**config.mk**
```make
export PLATFORM = sky130hd
export DESIGN_NAME = spi_reg_ctrl
export DESIGN_NICKNAME = d
export VERILOG_FILES = /design/src/rtl/spi_reg_ctrl.sv
export SDC_FILE = /design/constraint.sdc
export NUM_CORES = 1
export LEC_CHECK = 0
export BUFFER_PORTS_ARGS = -buffer_cell sky130_fd_sc_hd__buf_2
export CAP_MARGIN = 20
export CORE_ASPECT_RATIO = 1.5
export CORE_MARGIN = 2
export CORE_UTILIZATION = 49
export CTS_BUF_LIST = sky130_fd_sc_hd__clkbuf_8
export CTS_CLUSTER_DIAMETER = 40
export DETAILED_ROUTE_END_ITERATION = 8
export HOLD_SLACK_MARGIN = 0.15
export PLACE_DENSITY_LB_ADDON = 0.05
export SLEW_MARGIN = 20
export SYNTH_ARGS = -nofsm -noshare
export SYNTH_HDL_FRONTEND = slang
export SYNTH_SLANG_ARGS = --single-unit
```
**constraint.sdc**
```tcl
create_clock -name i_Clk -period 6.3 [get_ports i_Clk]
set_input_delay 0.315 -clock i_Clk [delete_from_list [all_inputs] [get_ports i_Clk]]
set_output_delay 0.315 -clock i_Clk [all_outputs]
set_load 0.01 [all_outputs]
```
**src/rtl/spi_reg_ctrl.sv**
```systemverilog
// Register file behind an SPI slave byte interface: command byte (R/W, AUTO_INC, ADDR)
// followed by data bytes. Frames end on the synchronised rising edge of chip select.
module spi_reg_ctrl #(
  parameter int          NUM_REGS  = 16,
  parameter logic [7:0]  DEVICE_ID = 8'hD1
) (
  input  logic                    i_Clk,
  input  logic                    i_Rst,
  input  logic                    i_RX_DV,
  input  logic [7:0]              i_RX_Byte,
  input  logic                    i_SPI_CS_n,
  output logic                    o_TX_DV,
  output logic [7:0]              o_TX_Byte,
  output logic [8*NUM_REGS-1:0]   o_Regs,
  output logic                    o_Wr_Strobe,
  output logic [5:0]              o_Wr_Addr,
  output logic                    o_Addr_Err,
  output logic                    o_Busy
);

  typedef enum logic [1:0] {
    ST_IDLE  = 2'd0,
    ST_WRITE = 2'd1,
    ST_READ  = 2'd2
  } state_t;

  localparam logic [6:0] NREGS_W   = 7'(NUM_REGS);
  localparam logic [5:0] LAST_ADDR = 6'(NUM_REGS - 1);

  state_t      state_q, state_d;
  logic [5:0]  addr_q, addr_d;
  logic        auto_q, auto_d;
  logic        tx_dv_q, tx_dv_d;
  logic [7:0]  tx_byte_q, tx_byte_d;
  logic        wr_strobe_q, wr_strobe_d;
  logic [5:0]  wr_addr_q, wr_addr_d;
  logic        err_q, err_d;
  logic        boot_q;
  logic        cs_meta_q, cs_sync_q, cs_last_q;
  logic [7:0]  regs_q [NUM_REGS];

  logic        eof;
  logic        wr_en;
  logic [5:0]  addr_inc;
  logic [5:0]  rd_addr;
  logic        rd_ok;
  logic        wr_ok;
  logic [7:0]  rd_data;

  assign eof   = cs_sync_q & ~cs_last_q;
  assign wr_ok = ({1'b0, addr_q} < NREGS_W);

  // Chip-select synchroniser and edge history; all idle high so reset never fakes an EOF.
  always_ff @(posedge i_Clk or posedge i_Rst) begin
    if (i_Rst) begin
      cs_meta_q <= 1'b1;
      cs_sync_q <= 1'b1;
      cs_last_q <= 1'b1;
    end else begin
      cs_meta_q <= i_SPI_CS_n;
      cs_sync_q <= cs_meta_q;
      cs_last_q <= cs_sync_q;
    end
  end

  // Address a read will use: the command's ADDR in IDLE, else the (possibly advanced) frame address.
  always_comb begin
    addr_inc = (addr_q >= LAST_ADDR) ? 6'd0 : (addr_q + 6'd1);
    if (state_q == ST_READ) begin
      rd_addr = auto_q ? addr_inc : addr_q;
    end else begin
      rd_addr = i_RX_Byte[5:0];
    end
    rd_ok = ({1'b0, rd_addr} < NREGS_W);
  end

  // Read mux; out-of-range addresses match no entry and return zero.
  always_comb begin
    rd_data = 8'h00;
    for (int k = 0; k < NUM_REGS; k++) begin
      if (rd_addr == 6'(k)) begin
        rd_data = regs_q[k];
      end else begin
        rd_data = rd_data;
      end
    end
  end

  // Next-state and output decode; EOF is applied last so a coincident byte is still processed.
  always_comb begin
    state_d     = state_q;
    addr_d      = addr_q;
    auto_d      = auto_q;
    tx_dv_d     = 1'b0;
    tx_byte_d   = tx_byte_q;
    wr_strobe_d = 1'b0;
    wr_addr_d   = wr_addr_q;
    err_d       = err_q;
    wr_en       = 1'b0;

    if (boot_q) begin
      tx_dv_d   = 1'b1;
      tx_byte_d = DEVICE_ID;
    end else begin
      tx_dv_d   = 1'b0;
    end

    case (state_q)
      ST_IDLE: begin
        if (i_RX_DV && !cs_sync_q) begin
          addr_d = i_RX_Byte[5:0];
          auto_d = i_RX_Byte[6];
          if (i_RX_Byte[7]) begin
            state_d   = ST_READ;
            tx_dv_d   = 1'b1;
            tx_byte_d = rd_data;
            err_d     = err_q | ~rd_ok;
          end else begin
            state_d   = ST_WRITE;
          end
        end else begin
          state_d = ST_IDLE;
        end
      end
      ST_READ: begin
        if (i_RX_DV) begin
          addr_d    = rd_addr;
          tx_dv_d   = 1'b1;
          tx_byte_d = rd_data;
          err_d     = err_q | ~rd_ok;
        end else begin
          addr_d    = addr_q;
        end
      end
      ST_WRITE: begin
        if (i_RX_DV) begin
          if (wr_ok) begin
            wr_en       = 1'b1;
            wr_strobe_d = 1'b1;
            wr_addr_d   = addr_q;
            if ((addr_q == LAST_ADDR) && i_RX_Byte[7]) begin
              err_d = 1'b0;
            end else begin
              err_d = err_q;
            end
          end else begin
            err_d = 1'b1;
          end
          addr_d = auto_q ? addr_inc : addr_q;
        end else begin
          addr_d = addr_q;
        end
      end
      default: begin
        state_d = ST_IDLE;
      end
    endcase

    if (eof) begin
      state_d   = ST_IDLE;
      tx_dv_d   = 1'b1;
      tx_byte_d = DEVICE_ID;
    end else begin
      state_d   = state_d;
    end
  end

  // Control and output registers.
  always_ff @(posedge i_Clk or posedge i_Rst) begin
    if (i_Rst) begin
      state_q     <= ST_IDLE;
      addr_q      <= 6'd0;
      auto_q      <= 1'b0;
      tx_dv_q     <= 1'b0;
      tx_byte_q   <= 8'h00;
      wr_strobe_q <= 1'b0;
      wr_addr_q   <= 6'd0;
      err_q       <= 1'b0;
      boot_q      <= 1'b1;
    end else begin
      state_q     <= state_d;
      addr_q      <= addr_d;
      auto_q      <= auto_d;
      tx_dv_q     <= tx_dv_d;
      tx_byte_q   <= tx_byte_d;
      wr_strobe_q <= wr_strobe_d;
      wr_addr_q   <= wr_addr_d;
      err_q       <= err_d;
      boot_q      <= 1'b0;
    end
  end

  // Register file.
  always_ff @(posedge i_Clk or posedge i_Rst) begin
    if (i_Rst) begin
      for (int k = 0; k < NUM_REGS; k++) begin
        regs_q[k] <= 8'h00;
      end
    end else begin
      for (int k = 0; k < NUM_REGS; k++) begin
        if (wr_en && (addr_q == 6'(k))) begin
          regs_q[k] <= i_RX_Byte;
        end
      end
    end
  end

  for (genvar g = 0; g < NUM_REGS; g++) begin : g_flat
    assign o_Regs[8*g +: 8] = regs_q[g];
  end

  assign o_TX_DV     = tx_dv_q;
  assign o_TX_Byte   = tx_byte_q;
  assign o_Wr_Strobe = wr_strobe_q;
  assign o_Wr_Addr   = wr_addr_q;
  assign o_Addr_Err  = err_q;
  assign o_Busy      = (state_q != ST_IDLE);

endmodule
```
* Yosys cells after proc, flatten, opt, wreduce, memory -nomap -nowiden *
Cells that the tools add are included.

operators by class
  add/sub/neg operators = 1
  reductions and logical operators = 29
  magnitude comparators = 3
  muxes and demuxes = 49
  bitwise operators = 4
  equal/unequal tests = 38

operators with widths
  kind                                                                   count
  8-bit 2-to-1 mux                                                       21
  6-bit by 4-bit == test with 1-bit output, second input constant        16
  6-bit by 3-bit == test with 1-bit output, second input constant        8
  6-bit 2-to-1 mux                                                       6
  6-bit by 2-bit == test with 1-bit output, second input constant        4
  1-bit logical AND                                                      18
  6-bit one-hot mux with 3 select lines                                  1
  8-bit one-hot mux with 2 select lines                                  1
  1-bit 2-to-1 mux                                                       14
  6-bit by 1-bit == test with 1-bit output, second input constant        2
  6-bit logical NOT                                                      2
  6-bit by 5-bit < comparator with 1-bit output, second input constant   2
  2-bit != test, second input constant                                   4
  6-bit by 1-bit adder with 6-bit output, second input constant          1
  6-bit by 4-bit >= comparator with 1-bit output, second input constant  1
  2-bit 2-to-1 mux                                                       3
  6-bit AND reduction                                                    1
  2-bit one-hot mux with 2 select lines                                  1
  4-bit AND reduction                                                    1
  3-bit != test, second input constant                                   1
  1-bit one-hot mux with 3 select lines                                  1
  3-bit AND reduction                                                    1
  3-bit nonzero test                                                     1
  2-bit by 1-bit == test with 1-bit output, second input constant        1
  other kinds (11)                                                       12

word-level totals
  register bits = 158
  output and inout bits = 146
  input port bits = 12

* Longest topological paths before layout *
  depth in word-level cells = 25
  gate-level depth with buffers = 13
  depth with buffers taken out = 10

* Least setup slack after synthesis *
Ideal clock, no wire load.

  path type = register -> register
  from = register addr_q[0]
  to = register tx_byte_q[7] (netlist: o_TX_Byte[7])
  setup time = 0.124 ns
  path slack = 3.625 ns
  arrival time = 2.551 ns
  period minus slack after synthesis = 2.675 ns
  buffers on the path = 2
  stages on the path, launching flop included = 12
  cell sequence = dfrtp_1 -> buf_2 -> inv_1 -> ha_1 -> o22ai_1 -> a32o_1 -> buf_2 -> a22o_1 -> a221oi_1 -> o22ai_1 -> a211o_1 -> a211o_1

between the ends
  cells in the longest elaborated chain, start to end = 25
  elaborated cells on any way between the ends = 42
  classes of those cells = add/sub: 1; order compare: 1; eq/ne: 15; mux: 24; reduce/logical: 1

RTL lines
  what                                                                                                      line  source
  start, declared                                                                                           31    logic [5:0] addr_q, addr_d;
  start signal, assigned                                                                                    182   addr_q <= addr_d;
  6-bit by 1-bit adder with 6-bit output or 6-bit by 4-bit >= comparator with 1-bit output (tied branches)  68    addr_inc = (addr_q >= LAST_ADDR) ? 6'd0 : (addr_q + 6'd1);
  6-bit 2-to-1 mux                                                                                          68
  6-bit 2-to-1 mux (*)                                                                                      --
  6-bit 2-to-1 mux (*)                                                                                      69    if (state_q == ST_READ) begin
  6-bit logical NOT                                                                                         81    if (rd_addr == 6'(k)) begin
  8-bit 2-to-1 mux (15 in series)                                                                           81
  8-bit 2-to-1 mux (*)                                                                                      81
  8-bit 2-to-1 mux                                                                                          113   if (i_RX_Byte[7]) begin
  8-bit 2-to-1 mux                                                                                          110   if (i_RX_DV && !cs_sync_q) begin
  8-bit one-hot mux with 2 select lines (*)                                                                 108   case (state_q)
  8-bit 2-to-1 mux (*)                                                                                      159   if (eof) begin
  net tx_byte_d[7]                                                                                          34    logic [7:0] tx_byte_q, tx_byte_d;
  end signal, assigned                                                                                      185   tx_byte_q <= tx_byte_d;
  end, declared                                                                                             34

The timed path passes the listed nets; every way through them passes the cells marked *.
A chain may end at the register's enable or synchronous reset.

* Worst setup path after layout *
Ends and elaborated chain as after synthesis.

==> impl_metrics.tcl <==
set metrics [dict create \
    fillerInstances 1357 \
    postSynthNetCount 711 \
    grt_pass1_vias 6535 \
    hold_violations 0 \
    routed_wl_um 24900 \
    max_freq_ghz 0.2666 \
    dp_hpwl_um 17600 \
    r2r-start "addr_q[0]" \
    drc 0 \
    fin_worst_skew_ns 0.01675 \
    die-height_um 157.6 \
    crit_fanout 18 \
    grt_overflow 0 \
    min_path_type "input port to register" \
    ys.flop_type "dfrtp_1" \
    power_density_nw_per_um2 299.5 \
    drive_gt1_share_pct 37.77 \
    cts_setup_buffers 0 \
    start_kind "register" \
    yosys.area_share.simple_pct 11.31 \
    ys_top_cells_by_area "dfrtp_1 (50%), mux2_2 (16%), nand2_1 (3.3%), o21ai_0 (3.1%), a22oi_1 (1.7%)" \
    tritoncts_num_sinks 158 \
    clkTransAtPathRegs_ns 0.10 \
    min_period_ns 3.751 \
    synth-seq-cells 158 \
    syn_to_final_growth_pct 16.65 \
    placedInstanceArea_um2 8574 \
    relSlewSlack_pct 35.44 \
    ioPinCount 158 \
    grt_max_degree 89 \
    synth_largest_area_cell "dfrtp_1" \
    syn_area_per_cell_um2 11.16 \
    switching_power_uw 922.1 \
    rows 56 \
    cts_root_buffer "clkbuf_8" \
    numCtsBuffers 17 \
    setup_tns_ns 0 \
    fin_nets 849 \
    synth_top_cell_area_share_pct 49.99 \
    cts_tree "built" \
    p_comb_share_pct 22.1 \
    synth-adder-area-share_pct 1.298 \
    yosysUniqueCellTypes 70 \
    vias_per_cell 6.225 \
    clk_path_buf_depth 2 \
    async_reset_ff_share_pct 100.0 \
    ys_seq_area_share_pct 51.36 \
    dieArea_um2 16770 \
    status "finished clean" \
    n_antenna_cell 0 \
    synth_compound_gate_area_share_pct 16.28 \
    p_int_mw 1.771 \
    tightest_slew_ns 0.9684 \
    die_w_um 106.4 \
    critical_path_class "register to register" \
    vias 6505 \
    antenna_left 0 \
    synth_top_family_by_area "compound AO/OA/AOI/OAI gates" \
    drv_cap 0 \
    utilization_pct 58.07 \
    drtIter0Drc 417 \
    synth_edf_count 0 \
    synth_xor_area_share_pct 0.2110 \
    start_util_pct 49.78 \
    critPathRequiredTime_ns 6.66 \
    synthTopCellsByCount "dfrtp_1 (154), mux2_2 (107), nand2_1 (67), o21ai_0 (48), nor2_1 (27)" \
    yosys.cell_count.top_type "dfrtp_1" \
    muxShareOfSynthArea_pct 16.02 \
    p_leak_nw 4.581 \
    yosys_warnings 0 \
    first_pass_iters 6 \
    grt.total_usage_pct 30.24 \
    io_buffer_count 157 \
    switching_share_pct 34.24 \
    wl_per_cell_um 23.83 \
    insertion_delay_ns 0.46 \
    endpoint_kind "register" \
    fin_crit_sh_pct 59.54 \
    clock_power_share_pct 28.9 \
    regArea_um2 3959 \
    grt_first_pass_wirelength_um 38210 \
    final_cell_area_um2 8992 \
    ir_drop_mv 0.1635 \
    final_cells 1045 \
    worst_ep_arrival_time_ns 4.11 \
    syn_inst 691 \
    placed_cells 1011 \
    htreeDepth 4 \
    gp_congestion 0.9234 \
    antenna_found_initial 0 \
    syn-cell-area_um2 7709 \
    coreArea_um2 15480 \
    finalSetupViolations 0 \
    report.final.slew_viol_count 0 \
    rsz0062_at_grt "false" \
    startpoint "addr_q[0]" \
    seq_power_share_pct 49.0 \
    multiInputGateArea_um2 3488 \
    worstHoldStart "i_RX_Byte[1]" \
]
## final timing paths
path                           endpoint  slack, ns  cells past startpoint
max in group asynchronous     o_Regs[1]       4.36                      4
setup / recovery           o_TX_Byte[7]       2.55                      8
hold reg to reg               cs_sync_q       0.35                      0
hold / removal                o_Regs[1]       0.21                      3
min in group asynchronous    o_Regs[46]       0.53                      3
setup reg to reg           o_TX_Byte[7]       2.55                      8
## cell type report
| class | count | area share, % |
|---|---|---|
| repair buffers | 162 | 9.211 |
| flip-flops and latches | 158 | 44.02 |
| inverters | 16 | 0.7235 |
| multi-input cells | 474 | 38.79 |
| well taps | 203 | 2.825 |
| clock buffers | 17 | 2.602 |
| clock inverters | 15 | 1.823 |
## critical path, stage by stage (launching register included)
cell and delay [ns]:
dfrtp_1 0.52, ha_1 0.36, a311o_2 0.47, a22oi_1 0.28
or2_1 0.70, nand3_1 0.53, o21ai_1 0.37, nor4_1 0.10
a211o_1 0.31
## timing repair
action | CTS | global route
endpoints found under the hold margin | 84 | 0
hold buffers | 2 | 0
gates resized for setup | 0 | 0
## routing by layer
metal	part of all wire (%)	wire length (µm)	track usage, %
met3	6.9	1715	5.476
met4	4.3	1068	15.09
met2	49	12240	49.85
met5	0	0	0
met1	40	9878	38.41
## sequential cells by signal, indices dropped and copies added, names as in the netlist, 2 cells and up
name       flops
addr_q         6
o_TX_Byte      8
o_Wr_Addr      6
state_q        2
o_Regs       128
## cell usage in the layout, fill, tap and decap left out, types with 5 or more instances in the layout
cell type,synthesis,final
a221o_1,6,6
a221oi_1,10,10
buf_2,16,157
nand3_1,21,21
and3_1,6,6
mux2_2,107,107
inv_1,16,17
a22o_1,12,12
nand4_1,5,5
nor3_1,9,9
o221ai_1,5,5
nand2b_1,5,5
nor2_1,27,27
and2_1,11,11
inv_6,0,5
dfrtp_1,154,154
ha_1,8,8
o21ai_0,48,48
o22ai_1,11,11
a22oi_1,17,17
clkbuf_8,0,17
a21oi_1,22,22
nand2_1,67,67
## through the flow
stage	hold slack, ns	total power, mW	setup WS (ns)
after CTS	0.2054	2.693	2.658
after detailed placement	0.3576	1.928	2.657
final	0.2116	2.693	2.549
after floorplan	0.3195	1.657	1.728
after global placement	0.3476	1.914	2.821
after global routing	0.1978	2.819	2.364
## kinds of logic (layout without fill, tap and decap cells)
family                   after synthesis  in the layout
buffers and inverters                 59            210
flip-flops                           158            158
multiplexers                         110            110
AO/OA/AOI/OAI                        178            178
XOR/XNOR                               1              1
adder cells (fa/ha/maj)                8              8
other                                  1              1
AND/OR/NAND/NOR                      176            176
## power groups by stage
stage | combinational, mW | clock [mW] | sequential [mW]
5_1_grt | 0.647 | 0.836 | 1.34
3_5_place_dp | 0.593 | 0 | 1.33
6_report | 0.594 | 0.779 | 1.32
2_1_floorplan | 0.324 | 0 | 1.33
3_3_place_gp | 0.580 | 0 | 1.33
4_1_cts | 0.595 | 0.781 | 1.32
Power figures use the tool's default switching activity.
